==> config.mk <==
export PLATFORM = sky130hd
export DESIGN_NAME = histeq_phase_ctrl_flat
export DESIGN_NICKNAME = d
export VERILOG_FILES = /design/src/rtl/histeq_pkg.sv /design/src/rtl/histeq_phase_ctrl_if.sv /design/src/rtl/histeq_watchdog.sv /design/src/rtl/histeq_phase_ctrl.sv /design/src/flat_wrapper.sv
export SDC_FILE = /design/constraint.sdc
export NUM_CORES = 1
export LEC_CHECK = 0
export CAP_MARGIN = 20
export CORE_ASPECT_RATIO = 0.9
export CORE_MARGIN = 3
export CORE_UTILIZATION = 65
export DETAILED_ROUTE_END_ITERATION = 16
export DONT_BUFFER_PORTS = 1
export PLACE_DENSITY = 0.81
export SLEW_MARGIN = 20
export SYNTH_ARGS = -nofsm -noshare
export SYNTH_HDL_FRONTEND = slang
export SYNTH_SLANG_ARGS = --single-unit
==> constraint.sdc <==
create_clock -name clock -period 3.8 [get_ports clock]
set_clock_uncertainty 0.15 [all_clocks]
set_input_delay 0.57 -clock clock [delete_from_list [all_inputs] [get_ports clock]]
set_output_delay 0.57 -clock clock [all_outputs]
set_load 0.05 [all_outputs]
==> src/rtl/histeq_pkg.sv <==
// Shared types and constants for the histogram-equalizer phase sequencer.
package histeq_pkg;

  localparam int NUM_BINS_DEF = 256;
  localparam int ADDR_W_DEF   = 16;
  localparam int DATA_W_DEF   = 128;
  localparam int TMO_W_DEF    = 20;

  localparam logic [1:0] OWN_CLR  = 2'd0;
  localparam logic [1:0] OWN_HIST = 2'd1;
  localparam logic [1:0] OWN_CDF  = 2'd2;
  localparam logic [1:0] OWN_MAP  = 2'd3;

  typedef enum logic [3:0] {
    ST_IDLE,
    ST_CLEAR,
    ST_HIST_GO,
    ST_HIST_WAIT,
    ST_CDF_GO,
    ST_CDF_WAIT,
    ST_MAP_GO,
    ST_MAP_WAIT,
    ST_DONE,
    ST_ERR
  } state_e;

  function automatic logic is_busy(state_e s);
    return !(s == ST_IDLE || s == ST_DONE || s == ST_ERR);
  endfunction

  function automatic logic [1:0] owner_of(state_e s);
    case (s)
      ST_HIST_GO, ST_HIST_WAIT: return OWN_HIST;
      ST_CDF_GO,  ST_CDF_WAIT:  return OWN_CDF;
      ST_MAP_GO,  ST_MAP_WAIT:  return OWN_MAP;
      default:                  return OWN_CLR;
    endcase
  endfunction

endpackage

==> src/rtl/histeq_phase_ctrl_if.sv <==
// Handshake and m2-ownership bundle between the phase sequencer and its engines.
// HISTEQ_PERF_CNT_EN adds the cycle_count signal.
interface histeq_phase_ctrl_if
  import histeq_pkg::*;
#(
  parameter int ADDR_W = ADDR_W_DEF,
  parameter int DATA_W = DATA_W_DEF
);
  logic              start;
  logic              hist_done;
  logic              cdf_done;
  logic              map_done;
  logic              hist_start;
  logic              cdf_start;
  logic              map_start;
  logic [1:0]        m2_sel;
  logic [ADDR_W-1:0] clr_m2WriteAddr;
  logic [DATA_W-1:0] clr_m2WriteVal;
  logic              clr_m2WE;
  logic              busy;
  logic              done;
  logic              error;
`ifdef HISTEQ_PERF_CNT_EN
  logic [31:0]       cycle_count;
`endif

  modport master (
    input  start, hist_done, cdf_done, map_done,
    output hist_start, cdf_start, map_start, m2_sel,
           clr_m2WriteAddr, clr_m2WriteVal, clr_m2WE, busy, done, error
`ifdef HISTEQ_PERF_CNT_EN
    , output cycle_count
`endif
  );

  modport slave (
    output start, hist_done, cdf_done, map_done,
    input  hist_start, cdf_start, map_start, m2_sel,
           clr_m2WriteAddr, clr_m2WriteVal, clr_m2WE, busy, done, error
`ifdef HISTEQ_PERF_CNT_EN
    , input cycle_count
`endif
  );

endinterface

==> src/rtl/histeq_watchdog.sv <==
// Per-phase watchdog: counts enabled cycles since clear; expire_o is high during the
// cycle whose increment brings the count to all-ones (i.e. the (2^TMO_W-1)th enabled cycle).
module histeq_watchdog #(
  parameter int TMO_W = 20
) (
  input  logic clock,
  input  logic rst_n,
  input  logic clr_i,
  input  logic en_i,
  output logic expire_o
);

  localparam logic [TMO_W-1:0] ALL_ONES = '1;
  // Registered lookahead: flag one cycle early so it lines up with the final increment.
  localparam logic [TMO_W-1:0] PRE_EXP  = ALL_ONES - TMO_W'(2);

  logic [TMO_W-1:0] count_q;
  logic             expire_q;

  always_ff @(posedge clock or negedge rst_n) begin
    if (!rst_n) begin
      count_q  <= '0;
      expire_q <= 1'b0;
    end else if (clr_i) begin
      count_q  <= '0;
      expire_q <= 1'b0;
    end else begin
      if (en_i && count_q != ALL_ONES) count_q <= count_q + TMO_W'(1);
      expire_q <= en_i && (count_q == PRE_EXP);
    end
  end

  assign expire_o = expire_q;

endmodule

==> src/rtl/histeq_phase_ctrl.sv <==
// Phase sequencer: CLEAR m2, then kick HIST, CDF and MAP engines in turn with watchdogs.
// HISTEQ_PERF_CNT_EN adds a saturating busy-cycle counter on cycle_count.
//
//   state     | meaning
//   IDLE      | waiting for start
//   CLEAR     | writing zero to m2[0..NUM_BINS-1], one per cycle
//   HIST_GO   | hist_start pulse, m2 owned by HIST
//   HIST_WAIT | waiting for hist_done or timeout
//   CDF_GO    | cdf_start pulse, m2 owned by CDF
//   CDF_WAIT  | waiting for cdf_done or timeout
//   MAP_GO    | map_start pulse, m2 owned by MAP
//   MAP_WAIT  | waiting for map_done or timeout
//   DONE      | frame complete, done held until next start
//   ERR       | watchdog expired, error held until next start
module histeq_phase_ctrl
  import histeq_pkg::*;
#(
  parameter int NUM_BINS = NUM_BINS_DEF,
  parameter int ADDR_W   = ADDR_W_DEF,
  parameter int DATA_W   = DATA_W_DEF,
  parameter int TMO_W    = TMO_W_DEF
) (
  input logic                clock,
  input logic                rst_n,
  histeq_phase_ctrl_if.master bus
);

  localparam logic [ADDR_W-1:0] LAST_ADDR = ADDR_W'(NUM_BINS - 1);

  state_e            state_q, state_d;
  logic [ADDR_W-1:0] clr_addr_q, clr_addr_d;
  logic              hist_start_q, cdf_start_q, map_start_q;
  logic [1:0]        m2_sel_q;
  logic              clr_we_q, busy_q, done_q, error_q;
  logic              start_ok, wd_clr, wd_en, wd_expire;

  assign start_ok = bus.start && !is_busy(state_q);
  assign wd_clr   = (state_q == ST_HIST_GO) || (state_q == ST_CDF_GO) || (state_q == ST_MAP_GO);
  assign wd_en    = (state_q == ST_HIST_WAIT) || (state_q == ST_CDF_WAIT) || (state_q == ST_MAP_WAIT);

  histeq_watchdog #(.TMO_W(TMO_W)) u_wdog (
    .clock    (clock),
    .rst_n    (rst_n),
    .clr_i    (wd_clr),
    .en_i     (wd_en),
    .expire_o (wd_expire)
  );

  // Done beats timeout: the done check comes first in every WAIT state.
  always_comb begin
    state_d    = state_q;
    clr_addr_d = clr_addr_q;
    case (state_q)
      ST_IDLE, ST_DONE, ST_ERR: begin
        if (start_ok) begin
          state_d    = ST_CLEAR;
          clr_addr_d = '0;
        end
      end
      ST_CLEAR: begin
        if (clr_addr_q == LAST_ADDR) begin
          state_d    = ST_HIST_GO;
          clr_addr_d = '0;
        end else begin
          clr_addr_d = clr_addr_q + ADDR_W'(1);
        end
      end
      ST_HIST_GO:   state_d = ST_HIST_WAIT;
      ST_HIST_WAIT: begin
        if (bus.hist_done)  state_d = ST_CDF_GO;
        else if (wd_expire) state_d = ST_ERR;
      end
      ST_CDF_GO:    state_d = ST_CDF_WAIT;
      ST_CDF_WAIT: begin
        if (bus.cdf_done)   state_d = ST_MAP_GO;
        else if (wd_expire) state_d = ST_ERR;
      end
      ST_MAP_GO:    state_d = ST_MAP_WAIT;
      ST_MAP_WAIT: begin
        if (bus.map_done)   state_d = ST_DONE;
        else if (wd_expire) state_d = ST_ERR;
      end
      default:      state_d = ST_IDLE;
    endcase
  end

  always_ff @(posedge clock or negedge rst_n) begin
    if (!rst_n) begin
      state_q      <= ST_IDLE;
      clr_addr_q   <= '0;
      hist_start_q <= 1'b0;
      cdf_start_q  <= 1'b0;
      map_start_q  <= 1'b0;
      m2_sel_q     <= OWN_CLR;
      clr_we_q     <= 1'b0;
      busy_q       <= 1'b0;
      done_q       <= 1'b0;
      error_q      <= 1'b0;
    end else begin
      state_q      <= state_d;
      clr_addr_q   <= clr_addr_d;
      hist_start_q <= (state_d == ST_HIST_GO);
      cdf_start_q  <= (state_d == ST_CDF_GO);
      map_start_q  <= (state_d == ST_MAP_GO);
      m2_sel_q     <= owner_of(state_d);
      clr_we_q     <= (state_d == ST_CLEAR);
      busy_q       <= is_busy(state_d);
      done_q       <= (state_d == ST_DONE);
      error_q      <= (state_d == ST_ERR);
    end
  end

  assign bus.hist_start      = hist_start_q;
  assign bus.cdf_start       = cdf_start_q;
  assign bus.map_start       = map_start_q;
  assign bus.m2_sel          = m2_sel_q;
  assign bus.clr_m2WriteAddr = clr_addr_q;
  assign bus.clr_m2WriteVal  = {DATA_W{1'b0}};
  assign bus.clr_m2WE        = clr_we_q;
  assign bus.busy            = busy_q;
  assign bus.done            = done_q;
  assign bus.error           = error_q;

`ifdef HISTEQ_PERF_CNT_EN
  logic [31:0] cyc_q;

  always_ff @(posedge clock or negedge rst_n) begin
    if (!rst_n) begin
      cyc_q <= '0;
    end else if (start_ok) begin
      cyc_q <= '0;
    end else if (is_busy(state_q) && cyc_q != 32'hFFFF_FFFF) begin
      cyc_q <= cyc_q + 32'd1;
    end
  end

  assign bus.cycle_count = cyc_q;
`endif

endmodule

==> src/flat_wrapper.sv <==
// flat-port wrapper written by rule: the top's interface ports become plain ports
module histeq_phase_ctrl_flat import histeq_pkg::*;
#(
  parameter int NUM_BINS = NUM_BINS_DEF,
  parameter int ADDR_W   = ADDR_W_DEF,
  parameter int DATA_W   = DATA_W_DEF,
  parameter int TMO_W    = TMO_W_DEF
)
  (clock, rst_n, bus_start, bus_hist_done, bus_cdf_done, bus_map_done, bus_hist_start, bus_cdf_start, bus_map_start, bus_m2_sel, bus_clr_m2WriteAddr, bus_clr_m2WriteVal, bus_clr_m2WE, bus_busy, bus_done, bus_error);
  histeq_phase_ctrl_if #(.ADDR_W(ADDR_W), .DATA_W(DATA_W)) bus_i ();
  input logic clock;
  input logic rst_n;
  input wire logic [$bits(bus_i.start)-1:0] bus_start;
  input wire logic [$bits(bus_i.hist_done)-1:0] bus_hist_done;
  input wire logic [$bits(bus_i.cdf_done)-1:0] bus_cdf_done;
  input wire logic [$bits(bus_i.map_done)-1:0] bus_map_done;
  output wire logic [$bits(bus_i.hist_start)-1:0] bus_hist_start;
  output wire logic [$bits(bus_i.cdf_start)-1:0] bus_cdf_start;
  output wire logic [$bits(bus_i.map_start)-1:0] bus_map_start;
  output wire logic [$bits(bus_i.m2_sel)-1:0] bus_m2_sel;
  output wire logic [$bits(bus_i.clr_m2WriteAddr)-1:0] bus_clr_m2WriteAddr;
  output wire logic [$bits(bus_i.clr_m2WriteVal)-1:0] bus_clr_m2WriteVal;
  output wire logic [$bits(bus_i.clr_m2WE)-1:0] bus_clr_m2WE;
  output wire logic [$bits(bus_i.busy)-1:0] bus_busy;
  output wire logic [$bits(bus_i.done)-1:0] bus_done;
  output wire logic [$bits(bus_i.error)-1:0] bus_error;
  assign bus_i.start = bus_start;
  assign bus_i.hist_done = bus_hist_done;
  assign bus_i.cdf_done = bus_cdf_done;
  assign bus_i.map_done = bus_map_done;
  assign bus_hist_start = bus_i.hist_start;
  assign bus_cdf_start = bus_i.cdf_start;
  assign bus_map_start = bus_i.map_start;
  assign bus_m2_sel = bus_i.m2_sel;
  assign bus_clr_m2WriteAddr = bus_i.clr_m2WriteAddr;
  assign bus_clr_m2WriteVal = bus_i.clr_m2WriteVal;
  assign bus_clr_m2WE = bus_i.clr_m2WE;
  assign bus_busy = bus_i.busy;
  assign bus_done = bus_i.done;
  assign bus_error = bus_i.error;
  histeq_phase_ctrl #(.NUM_BINS(NUM_BINS), .ADDR_W(ADDR_W), .DATA_W(DATA_W), .TMO_W(TMO_W)) u_core (.clock(clock), .rst_n(rst_n), .bus(bus_i));
endmodule
Yosys cells after proc, flatten, opt, wreduce, memory -nomap -nowiden
Cells that the tools add are included.
{"block": "op_classes", "n_addsub": 2, "n_eq_ne": 22, "mux": 14, "n_reduce_logical": 21}
{"op": "20-bit 2-to-1 mux", "count": 2}
{"op": "4-bit by 3-bit == test with 1-bit output (second input constant)", "count": 8}
{"op": "16-bit 2-to-1 mux", "count": 2}
{"op": "16-bit one-hot mux with 2 select lines", "count": 1}
{"op": "4-bit one-hot mux with 8 select lines", "count": 1}
{"op": "4-bit 2-to-1 mux", "count": 6}
{"op": "20-bit by 1-bit adder with 20-bit output (second input constant)", "count": 1}
{"op": "20-bit == test (second input constant)", "count": 1}
{"op": "20-bit inequality test (second input constant)", "count": 1}
{"op": "16-bit by 1-bit adder with 16-bit output (second input constant)", "count": 1}
{"op": "16-bit by 8-bit == test with 1-bit output (second input constant)", "count": 1}
{"op": "4-bit by 2-bit == test with 1-bit output (second input constant)", "count": 4}
{"op": "4-bit == test (second input constant)", "count": 4}
{"op": "4-bit by 1-bit == test with 1-bit output (second input constant)", "count": 2}
{"op": "4-bit zero test", "count": 2}
{"op": "1-bit logical OR", "count": 8}
{"op": "2-bit one-hot mux with 3 select lines", "count": 1}
{"op": "2-bit OR reduction", "count": 3}
{"op": "2-bit nonzero test", "count": 2}
{"op": "1-bit logical AND", "count": 3}
{"op": "3-bit OR reduction", "count": 1}
{"op": "2-bit by 1-bit inequality test with 1-bit output (second input constant)", "count": 1}
{"op": "2-bit AND reduction", "count": 1}
{"op": "1-bit zero test", "count": 1}
{"op": "1-bit 2-to-1 mux", "count": 1}
{"block": "totals", "reg_bits": 50, "input_bits": 6, "output_inout_bits": 153}

Logic depth before layout (Yosys ltp)
Gate-level depths: netlist of the first run.
{"block": "depth", "depth_word": 10, "mapped_depth": 8, "mapped_depth_nobuf": 6}

Cells and area by module
From an unflattened synthesis of the first run, not the netlist that was laid out.
{"block": "hier_totals", "hier_cells": 418, "hier_area_um2": 3829.9}
{"module": "histeq_phase_ctrl", "n_inst": 1, "cells_per_inst": 285, "area_per_inst_um2": 2523.7, "seq_area_each_um2": 725.7}
{"module": "histeq_watchdog", "n_inst": 1, "cells_per_inst": 133, "area_per_inst_um2": 1306.3, "seq_area_each_um2": 525.5}

Worst setup path before layout of the first run
No wires, ideal clock.
{"block": "synth_timing", "path_type": "register -> register", "startpoint": "register u_core.clr_addr_q[8] (netlist: u_core.bus.clr_m2WriteAddr[8])", "endpoint": "register u_core.clr_addr_q[3] (netlist: u_core.bus.clr_m2WriteAddr[3])", "setup_time_ps": 121, "arrival_ps": 2189, "t_required_ps": 3529, "slack_ps": 1340, "stages_incl_launch_ff": 6, "n_path_buf": 0, "synth_period_minus_slack_ps": 2460, "path_cell_list": "dfrtp_1 -> or4_4 -> nor4_4 -> nor2_4 -> a21o_1 -> a22o_1"}
{"block": "synth_via", "elab_chain_len": 3}
{"element": "from (decl)", "line_no": "histeq_phase_ctrl.sv:31", "rtl": "logic [ADDR_W-1:0] clr_addr_q, clr_addr_d;"}
{"element": "from (signal assigned)", "line_no": "histeq_phase_ctrl.sv:101", "rtl": "clr_addr_q <= clr_addr_d;"}
{"element": "16-bit by 8-bit == test with 1-bit output", "line_no": "histeq_phase_ctrl.sv:61", "rtl": "if (clr_addr_q == LAST_ADDR) begin"}
{"element": "16-bit 2-to-1 mux", "line_no": "histeq_phase_ctrl.sv:61"}
{"element": "16-bit one-hot mux with 2 select lines", "line_no": "histeq_phase_ctrl.sv:53", "rtl": "case (state_q)"}
Every way passes these cells.
A chain may end at the register's enable or synchronous reset.

Worst setup path after layout of the first run
{"block": "layout_timing", "startpoint": "register u_core.clr_addr_q[0] (netlist: u_core.bus.clr_m2WriteAddr[0])", "endpoint": "register u_core.clr_addr_q[3] (netlist: u_core.bus.clr_m2WriteAddr[3])"}
{"block": "layout_via", "elab_chain_len": 3}
{"element": "16-bit by 1-bit adder with 16-bit output or 16-bit by 8-bit == test with 1-bit output (tied branches)", "line_no": "histeq_phase_ctrl.sv:65, histeq_phase_ctrl.sv:61"}
{"element": "16-bit 2-to-1 mux (*)", "line_no": "histeq_phase_ctrl.sv:61"}
{"element": "16-bit one-hot mux with 2 select lines (*)", "line_no": "histeq_phase_ctrl.sv:53"}
Mark *: on every way between the ends. The rest lies on a longest branch, timed or not.

==> qor.txt, run 1 <==
outcome: finished clean
footprint of the multi-input gates: 1800 sq um
ys flop type: dfrtp_1
fraction of layout cells with a size suffix above 1: 5.94%
VDD IR-drop max: 0.000453 V
minimum clock period after layout: 2.81 ns
Starting Density: 67.8%
Leak: 1.56 nW
critical path type: register to register
Layout Area Growth over Synthesis: -8.02%
number of port buffers: 0
Routed WL: 6300 um
final setup fails: 0
GR Overflow Total: 0
Seq pwr share: 40.8%
Worst setup EP type: register
RSZ-0062 raised after global routing: no
worst hold start: bus_hist_done
Root Driver: clkbuf_8
DR iter-0 viols: 148
commonest non-fill, non-tap cells in the layout: conb_1 (128), dfrtp_1 (50), nor2_1 (22), nand2_1 (22), o21ai_0 (19)
Crit-path slowest cell: dfrtp_1
Yosys cell types: 53
Relative slew margins: 35.3%
Num CTS Buffers: 5
Hold Crit Class: input pin to register
total chip power: 1.97 mW
Post-synth ARST share: 100%
Die X: 84.5 um
synthesized instance count: 402
Sw Ratio: 52.5%
Worst path max stage delay: 0.73 ns
Avg Cell Area, Syn: 8.97 sq um
part of the Yosys area used for sequential elements: 34.7%
Core Area: 5320 sq um
Critical Path AT: 2.87 ns
mapped cell area: 3610 sq um
die area: 6480 sq um
most common cell after layout, fill and taps aside: conb_1
CP required: 3.85 ns
vias in the first global route: 2158
Combinational Power Share: 42.4%
row cnt: 25
Tightest Pin Transition: 0.964 ns
worst r2r src: u_core.bus.clr_m2WriteAddr[0]$_DFFE_PN0P_
DR pass1 iterations: 4
achievable frequency: 356 MHz
post-detailed-route count of antenna-violating nets: 0
fill cell count: 450
setup ws final: 0.989 ns
clock tree buffer depth: 2
Overall Global Routing Usage: 19.3%
Post-synth EDFFs: 0
number of synthesized register bits: 50
Worst Path Buf+Inv: 0
# nets final: 412
pre-CTS setup slack: 1.00 ns
setup_tns: 0 ns
DRC viols: 0
CTS H-tree depth: 2
via count: 2436
register area: 1250 sq um
Critical Path Source Type: register
Slew Viols, Final: 0
antenna cell count: 0
CTS tree: done
initial antenna violation count: 0
drt wl/cell: 13.4 um
post-cts gate resize count: 0
CP Max Fanout: 18
placer congestion estimate: 0.915
CTS Sinks: 50
Via density: 5.17
Crit path max-delay family: simple AND/OR/NAND/NOR gates
internal power: 0.938 mW
Final Cycle Share: 74.0%
first-pass GRT wire length: 10300 um
Skew-Pair Late Insertion Delay: 0.32 ns
Max Cap Viol: 0
pin count of the biggest net entering global routing: 51
Die Ht: 76.7 um
CP Cell Sequence: ha_1 -> nand4_1 -> nor4_4 -> nor2_4 -> a21o_1 -> a22o_1
Worst Setup SP: u_core.bus.clr_m2WriteAddr[0]$_DFFE_PN0P_
post-DP HPWL: 4560 um
Final Hold Violating Endpoints: 0
clock transition at the registers of the reported paths: 0.10 ns
power per cell area: 595 nW/um^2
num ports: 159
yosys warns: 0
Clock power frac: 16.8%
switching power: 1.04 mW
==> worst register-to-register path, delay by kind of cell, from the launching register on <==
family	cells	cell delay [ns]
flops	1	0.73
simple gates	3	1.08
compound gates	2	0.43
fa+ha+maj	1	0.33
==> flip-flops by register name, summed over array words and instances, names as in the netlist <==
signal and flops:
u_core.bus.clr_m2WE 1, u_core.state_q 4, u_core.u_wdog.expire_o 1, u_core.bus.clr_m2WriteAddr 16, u_core.bus.error 1, u_core.bus.m2_sel 2
u_core.u_wdog.count_q 20, u_core.bus.cdf_start 1, u_core.bus.done 1, u_core.bus.hist_start 1, u_core.bus.map_start 1, u_core.bus.busy 1
==> worst paths after layout <==
check / end / slack, ns / cells after the start
worst max register to register: u_core.bus.clr_m2WriteAddr[3]$_DFFE_PN0P_ / 0.99 / 6
max in group asynchronous: u_core.u_wdog.count_q[8]$_DFFE_PN0P_ / 2.68 / 2
worst min-delay path: u_core.bus.cdf_start$_DFF_PN0_ / 0.31 / 1
min in group asynchronous: u_core.bus.m2_sel[0]$_DFF_PN0_ / 0.59 / 2
worst max-delay path: u_core.bus.clr_m2WriteAddr[3]$_DFFE_PN0P_ / 0.99 / 6
worst min register to register: u_core.u_wdog.count_q[0]$_DFFE_PN0P_ / 0.40 / 1
==> power by group through the flow <==
stage                     sequential (mW)  combinational, mW  clock, mW
final                               0.805              0.837      0.332
after global routing                0.819              0.916      0.357
after CTS                           0.803              0.831      0.332
after detailed placement            0.815              0.813          0
after global placement              0.809              0.798          0
after floorplan                     0.782              0.866          0
==> through the flow <==
step / std cells / hold slack (ns) / instance area (sq um) / utilization, %
floorplan: 529 / 0.124 / 4080 / -
global placement: 461 / 0.125 / 3180 / 59.8
detailed placement: 461 / 0.125 / 3180 / 59.8
CTS: 471 / 0.306 / 3310 / 62.3
global route: 471 / 0.293 / 3320 / 62.4
finish: 471 / 0.311 / 3320 / 62.4
==> synth_stat cells (2+ instances only) <==
cell	n	area (sq um)
buf_4	128	961
dfrtp_1	50	1250
nand2_1	22	82.6
nor2_1	22	82.6
o21ai_0	19	95.1
nand3_1	17	85.1
xnor2_1	14	123
nand4_1	13	81.3
nor4_1	11	68.8
nor3_1	10	50.1
inv_1	8	30.0
a21oi_1	6	30.0
clkbuf_1	6	22.5
mux2i_1	6	60.1
a211oi_1	4	30.0
a22o_1	4	35.0
nand3b_1	4	30.0
o211ai_1	4	30.0
and2_1	3	18.8
buf_2	3	15.0
ha_1	3	37.5
mux2_2	3	33.8
or3_1	3	18.8
or4_1	3	22.5
xor2_1	3	26.3
a31oi_1	2	12.5
and3_1	2	12.5
and4_1	2	17.5
nand4b_1	2	17.5
nor2b_1	2	12.5
==> what timing repair did <==
item / in CTS / in global routing
buffers inserted: 0 / 0
hold buffers: 2 / 0
endpoints found under the hold margin: 50 / 0
==> kinds of logic (layout without fill, tap and decap cells) <==
group           Yosys count  count (layout)  synth area share, %
xor+xnor                 17              17                 4.13
flops                    50              50                 34.7
fa+ha+maj                 3               3                 1.04
other cells               1             128                0.104
simple gates            125             125                 19.2
buf+inv                 146              21                 28.8
mux                       9               9                 2.60
compound gates           51              51                 9.40
==> metal layers <==
layer / wire, um / vias to the layer above / global-route usage [%] / share of wire (%)
li1: - / 1134 / - / -
met3: 580 / 11 / 3.87 / 9.2
met2: 2940 / 138 / 31.0 / 47
met1: 2690 / 1153 / 26.0 / 43
met5: 0 / - / 0 / 0
met4: 97 / 0 / 6.49 / 1.5
==> area by class of cell <==
type	count	area share, %
Timing Repair Buffer	5	1.81
Inverter	8	0.905
Tap cell	67	2.53
Clock buffer	5	2.07
Multi-Input combinational cell	333	54.2
Clock inverter	3	0.754
Sequential cell	50	37.7
Note: power is estimated with default switching activity, not from simulation.
==> inputs of run 2 (changes only) <==
--- a/config.mk
+++ b/config.mk
@@ -8,10 +8,10 @@
 export CAP_MARGIN = 20
 export CORE_ASPECT_RATIO = 0.9
 export CORE_MARGIN = 3
-export CORE_UTILIZATION = 65
+export CORE_UTILIZATION = 64
 export DETAILED_ROUTE_END_ITERATION = 16
 export DONT_BUFFER_PORTS = 1
-export PLACE_DENSITY = 0.81
+export PLACE_DENSITY = 0.8
 export SLEW_MARGIN = 20
 export SYNTH_ARGS = -nofsm -noshare
 export SYNTH_HDL_FRONTEND = slang
==> constraint.sdc (replaced) <==
create_clock -name clock -period 2.8 [get_ports clock]
set_clock_uncertainty 0.15 [all_clocks]
set_input_delay 0.42 -clock clock [delete_from_list [all_inputs] [get_ports clock]]
set_output_delay 0.42 -clock clock [all_outputs]
set_load 0.05 [all_outputs]
==> qor.txt, run 2 (same netlist as run 1, synthesis figures left out) <==
RSZ-0062 raised after global routing: no
row cnt: 25
drt wl/cell: 13.4 um
hold buffer count at cts: 2
Inst Count DP: 480
Leak: 1.66 nW
fin util: 64.6%
Core Area: 5350 sq um
Layout Cells excl Fill: 490
Combinational Power Share: 46.6%
CP Cell Sequence: nor2b_1 -> buf_4 -> nand2_1 -> nor2_4 -> nand2_1 -> o31ai_1
worst r2r src: u_core.state_q[0]$_DFF_PN0_
Starting Density: 67.4%
antenna cell count: 0
CP Max Fanout: 18
die area: 6570 sq um
Crit path max-delay family: simple AND/OR/NAND/NOR gates
Relative slew margins: 33.1%
Die Ht: 77.2 um
Final Cycle Share: 83.3%
Top reg by flops: u_core.u_wdog.count_q
DR pass1 iterations: 5
achievable frequency: 429 MHz
CTS tree: done
Max Cap Viol: 0
most frequent CP cell: nand2_1
setup ws final: 0.467 ns
Sw Ratio: 51.0%
vias in the first global route: 2212
switching power: 1.38 mW
Worst Path Buf+Inv: 1
CTS Sinks: 50
Via density: 5.19
Crit-path slowest cell: dfrtp_1
Overall Global Routing Usage: 19.8%
# Post-CTS Setup Buffers: 0
placer congestion estimate: 0.888
commonest non-fill, non-tap cells in the layout: conb_1 (128), dfrtp_1 (50), nor2_1 (22), nand2_1 (22), buf_4 (22)
power per cell area: 782 nW/um^2
first-pass GRT wire length: 10600 um
post-DP HPWL: 4870 um
post-cts gate resize count: 0
Num CTS Buffers: 5
final instance area: 3450 sq um
clock transition at the registers of the reported paths: 0.09 ns
Worst Setup SP: u_core.state_q[0]$_DFF_PN0_
most common cell after layout, fill and taps aside: conb_1
DRC viols: 0
dpl cell area: 3320 sq um
Layout Area Growth over Synthesis: -4.20%
GR Overflow Total: 0
critical path type: register to register
pre-CTS setup slack: 0.508 ns
Skew-Pair Late Insertion Delay: 0.30 ns
Final Hold Violating Endpoints: 0
final hold slack: 0.177 ns
Seq pwr share: 37.3%
initial antenna violation count: 0
Die X: 85.1 um
clock tree buffer depth: 2
fill cell count: 428
minimum clock period after layout: 2.33 ns
number of port buffers: 0
Worst path max stage delay: 0.50 ns
Tightest Pin Transition: 0.995 ns
worst hold start: bus_hist_done
DR iter-0 viols: 284
CTS H-tree depth: 2
Critical Path Source Type: register
Slew Viols, Final: 0
Clock power frac: 16.1%
setup_tns: 0 ns
Critical Path AT: 2.40 ns
pin count of the biggest net entering global routing: 51
total chip power: 2.70 mW
fraction of layout cells with a size suffix above 1: 9.93%
outcome: finished clean
post-detailed-route count of antenna-violating nets: 0
Root Driver: clkbuf_8
Routed WL: 6540 um
final setup fails: 0
via count: 2545
CP required: 2.87 ns
max FFs per register: 20
Hold Crit Class: input pin to register
# nets final: 431
Worst setup EP type: register
VDD IR-drop max: 0.000553 V
internal power: 1.32 mW
num ports: 159
run 2: cell count changes in the layout (fill, tap and decap cells not counted), sizes merged:
cell	change
inv	-1
clkbuf	+1
buf	+19
run 2: power groups by stage:
stage	sequential (mW)	combinational, mW	clock [mW]
6_report	1.01	1.26	0.434
5_1_grt	1.02	1.38	0.476
4_1_cts	1.01	1.26	0.443
3_5_place_dp	1.02	1.23	0
3_3_place_gp	1.02	1.21	0
2_1_floorplan	1.06	1.18	0
run 2: routing by layer:
metal | vias to the layer above | GRT usage, % | share of wire [%]
met5 | - | 0 | 0
met4 | 0 | 6.96 | 1.7
met3 | 11 | 6.02 | 11
met2 | 164 | 31.1 | 46
met1 | 1193 | 25.9 | 41
li1 | 1177 | - | -
run 2: cell type report:
| class | count | area, sq um | area share [%] |
|---|---|---|---|
| multi-input combinational | 333 | 1790 | 51.9 |
| tap | 67 | 83.8 | 2.43 |
| sequential | 50 | 1250 | 36.2 |
| clock inverter | 2 | 12.5 | 0.362 |
| inverter | 8 | 30.0 | 0.869 |
| timing repair buffer | 24 | 203 | 5.87 |
| clock buffer | 6 | 82.6 | 2.39 |
run 2: worst paths after layout:
check,depth (start not counted),slack (ns),end
worst max register to register,6,0.47,u_core.bus.clr_m2WriteAddr[7]$_DFFE_PN0P_
worst min register to register,1,0.39,u_core.u_wdog.count_q[0]$_DFFE_PN0P_
worst min-delay path,1,0.18,u_core.bus.cdf_start$_DFF_PN0_
min in group asynchronous,2,0.47,u_core.bus.hist_start$_DFF_PN0_
worst max-delay path,6,0.47,u_core.bus.clr_m2WriteAddr[7]$_DFFE_PN0P_
max in group asynchronous,2,1.82,u_core.u_wdog.count_q[0]$_DFFE_PN0P_
run 2: worst register-to-register path, cell delays in order, from the launching register on:
cell and delay, ns:
dfrtp_1 0.50, nor2b_1 0.31, buf_4 0.21, nand2_1 0.29
nor2_4 0.46, nand2_1 0.12, o31ai_1 0.21
==> inputs of run 3 (changes only) <==
--- a/config.mk
+++ b/config.mk
@@ -8,10 +8,10 @@
 export CAP_MARGIN = 20
 export CORE_ASPECT_RATIO = 0.9
 export CORE_MARGIN = 3
-export CORE_UTILIZATION = 64
+export CORE_UTILIZATION = 58
 export DETAILED_ROUTE_END_ITERATION = 16
 export DONT_BUFFER_PORTS = 1
-export PLACE_DENSITY = 0.8
+export PLACE_DENSITY = 0.76
 export SLEW_MARGIN = 20
 export SYNTH_ARGS = -nofsm -noshare
 export SYNTH_HDL_FRONTEND = slang
==> constraint.sdc (replaced) <==
create_clock -name clock -period 1.9 [get_ports clock]
set_clock_uncertainty 0.15 [all_clocks]
set_input_delay 0.285 -clock clock [delete_from_list [all_inputs] [get_ports clock]]
set_output_delay 0.285 -clock clock [all_outputs]
set_load 0.05 [all_outputs]
==> qor.txt, run 3 (same netlist as run 1, synthesis figures left out) <==
post-detailed-route count of antenna-violating nets: 0
max FFs per register: 20
pin count of the biggest net entering global routing: 51
outcome: finished with violations
Worst Setup SP: u_core.bus.clr_m2WriteAddr[11]$_DFFE_PN0P_
failing checks: negative setup slack
final setup fails: 23
CTS tree: done
worst hold start: bus_hist_done
setup ws final: -0.282 ns
Final Hold Violating Endpoints: 0
minimum clock period after layout: 2.18 ns
Relative slew margins: 53.8%
most common cell after layout, fill and taps aside: conb_1
placer congestion estimate: 0.884
r2r endpoint: u_core.bus.clr_m2WE$_DFF_PN0_
CTS Sinks: 50
Final Cycle Share: 115%
first-pass GRT wire length: 11200 um
critical path type: register to register
CP required: 1.92 ns
via count: 2769
post-DP HPWL: 5250 um
commonest non-fill, non-tap cells in the layout: conb_1 (128), buf_4 (45), dfrtp_1 (42)
worst reg-to-reg path cell count: 4
power per cell area: 1200 nW/um^2
DR pass1 iterations: 4
Core Area: 5860 sq um
Slew Viols, Final: 0
Critical Path AT: 2.20 ns
worst r2r src: u_core.bus.clr_m2WriteAddr[11]$_DFFE_PN0P_
hold path endpoint: u_core.bus.cdf_start$_DFF_PN0_
clock tree buffer depth: 2
initial antenna violation count: 0
Worst setup EP type: register
Die X: 89.1 um
Via density: 5.25
Sw Ratio: 49.8%
switching power: 2.36 mW
final instance area: 3960 sq um
Routed WL: 7840 um
VDD IR-drop max: 0.000648 V
drt wl/cell: 14.9 um
Max Cap Viol: 0
GR Overflow Total: 0
R2R setup slack: -0.28 ns
number of port buffers: 0
Top reg by flops: u_core.u_wdog.count_q
Tightest Pin Transition: 0.686 ns
antenna cell count: 0
Num CTS Buffers: 5
fraction of layout cells with a size suffix above 1: 24.5%
Root Driver: clkbuf_8
die area: 7200 sq um
# nets final: 465
Skew-Pair Late Insertion Delay: 0.31 ns
CP Max Fanout: 3
DRC viols: 0
hold path depth: 1
Seq pwr share: 30.8%
final hold slack: 0.0289 ns
Critical Path Source Type: register
Overall Global Routing Usage: 19.5%
Combinational Power Share: 56.0%
Die Ht: 80.8 um
achievable frequency: 458 MHz
Layout Area Growth over Synthesis: 9.89%
Starting Density: 61.6%
Leak: 1.87 nW
Clock power frac: 13.2%
num ports: 159
clock transition at the registers of the reported paths: 0.10 ns
Hold Crit Class: input pin to register
RSZ-0062 raised after global routing: yes
internal power: 2.38 mW
Layout Cells excl Fill: 527
CTS H-tree depth: 2
DR iter-0 viols: 176
dpl cell area: 3540 sq um
vias in the first global route: 2410
Inst Count DP: 505
row cnt: 26
run 3: changes by cell type in the layout (fill, tap and decap cells not counted), moves of 3 or more:
cell,before,now
nor4_2,0,6
buf_6,0,7
nor4_1,11,4
or4_4,1,4
dfrtp_1,50,42
buf_4,22,45
nor3_2,0,4
o21ai_0,19,5
o21ai_1,1,15
nor3_1,10,6
a21oi_1,6,3
or4_1,3,0
dfrtp_2,0,8
run 3: layer usage:
metal	global-route usage (%)	share of wire, %	vias up
li1	-	-	1246
met1	26.3	39	1313
met2	31.4	49	188
met3	3.85	9.6	22
met4	6.10	2.0	0
met5	0	0	-
run 3: worst max-delay path by stage:
stage                                                 to  cells after the start
2_1_floorplan  u_core.bus.clr_m2WriteAddr[3]$_DFFE_PN0P_                      5
3_3_place_gp                   u_core.bus.busy$_DFF_PN0_                      6
3_5_place_dp                   u_core.bus.busy$_DFF_PN0_                      6
4_1_cts        u_core.bus.clr_m2WriteAddr[3]$_DFFE_PN0P_                      6
5_1_grt                        u_core.bus.busy$_DFF_PN0_                      7
6_report                   u_core.bus.clr_m2WE$_DFF_PN0_                      4
run 3: critical path: stages (launching register included):
cell	delay, ns
dfrtp_2	0.41
or4_4	0.53
or4_4	0.53
o211ai_1	0.31
nor4b_2	0.11
run 3: area by class of cell:
| type | count | area (sq um) |
|---|---|---|
| multi-input combinational | 334 | 1980 |
| fill | 417 | 1890 |
| sequential | 50 | 1260 |
| timing repair buffer | 57 | 509 |
| tap | 70 | 87.6 |
| clock buffer | 5 | 68.8 |
| inverter | 8 | 30.0 |
| clock inverter | 3 | 21.3 |
run 3: power groups by stage:
| stage | sequential [mW] | clock (mW) | combinational, mW |
|---|---|---|---|
| after floorplan | 1.57 | 0 | 1.75 |
| after global placement | 1.46 | 0 | 2.13 |
| after detailed placement | 1.46 | 0 | 2.20 |
| after CTS | 1.44 | 0.635 | 2.41 |
| after global routing | 1.48 | 0.687 | 2.82 |
| final | 1.46 | 0.625 | 2.65 |
run 3: stage by stage:
| stage | worst slack [ns] | setup TNS, ns | power (mW) | util [%] |
|---|---|---|---|---|
| 2_1_floorplan | -0.443 | -6.98 | 3.32 | - |
| 3_3_place_gp | -0.183 | -2.28 | 3.59 | 60.4 |
| 3_5_place_dp | -0.239 | -3.51 | 3.66 | 60.4 |
| 4_1_cts | -0.223 | -3.25 | 4.49 | 64.5 |
| 5_1_grt | -0.337 | -5.74 | 4.98 | 67.7 |
| 6_report | -0.282 | -4.08 | 4.74 | 67.7 |
run 3: what timing repair did:
item | in CTS | in global routing
pin swaps | 13 | 7
hold endpoints to repair | 50 | 0
gates cloned | 1 | 0
gates resized for setup | 16 | 30
setup buffers | 6 | 6
setup endpoints to repair | 27 | 40
hold buffers | 2 | 0
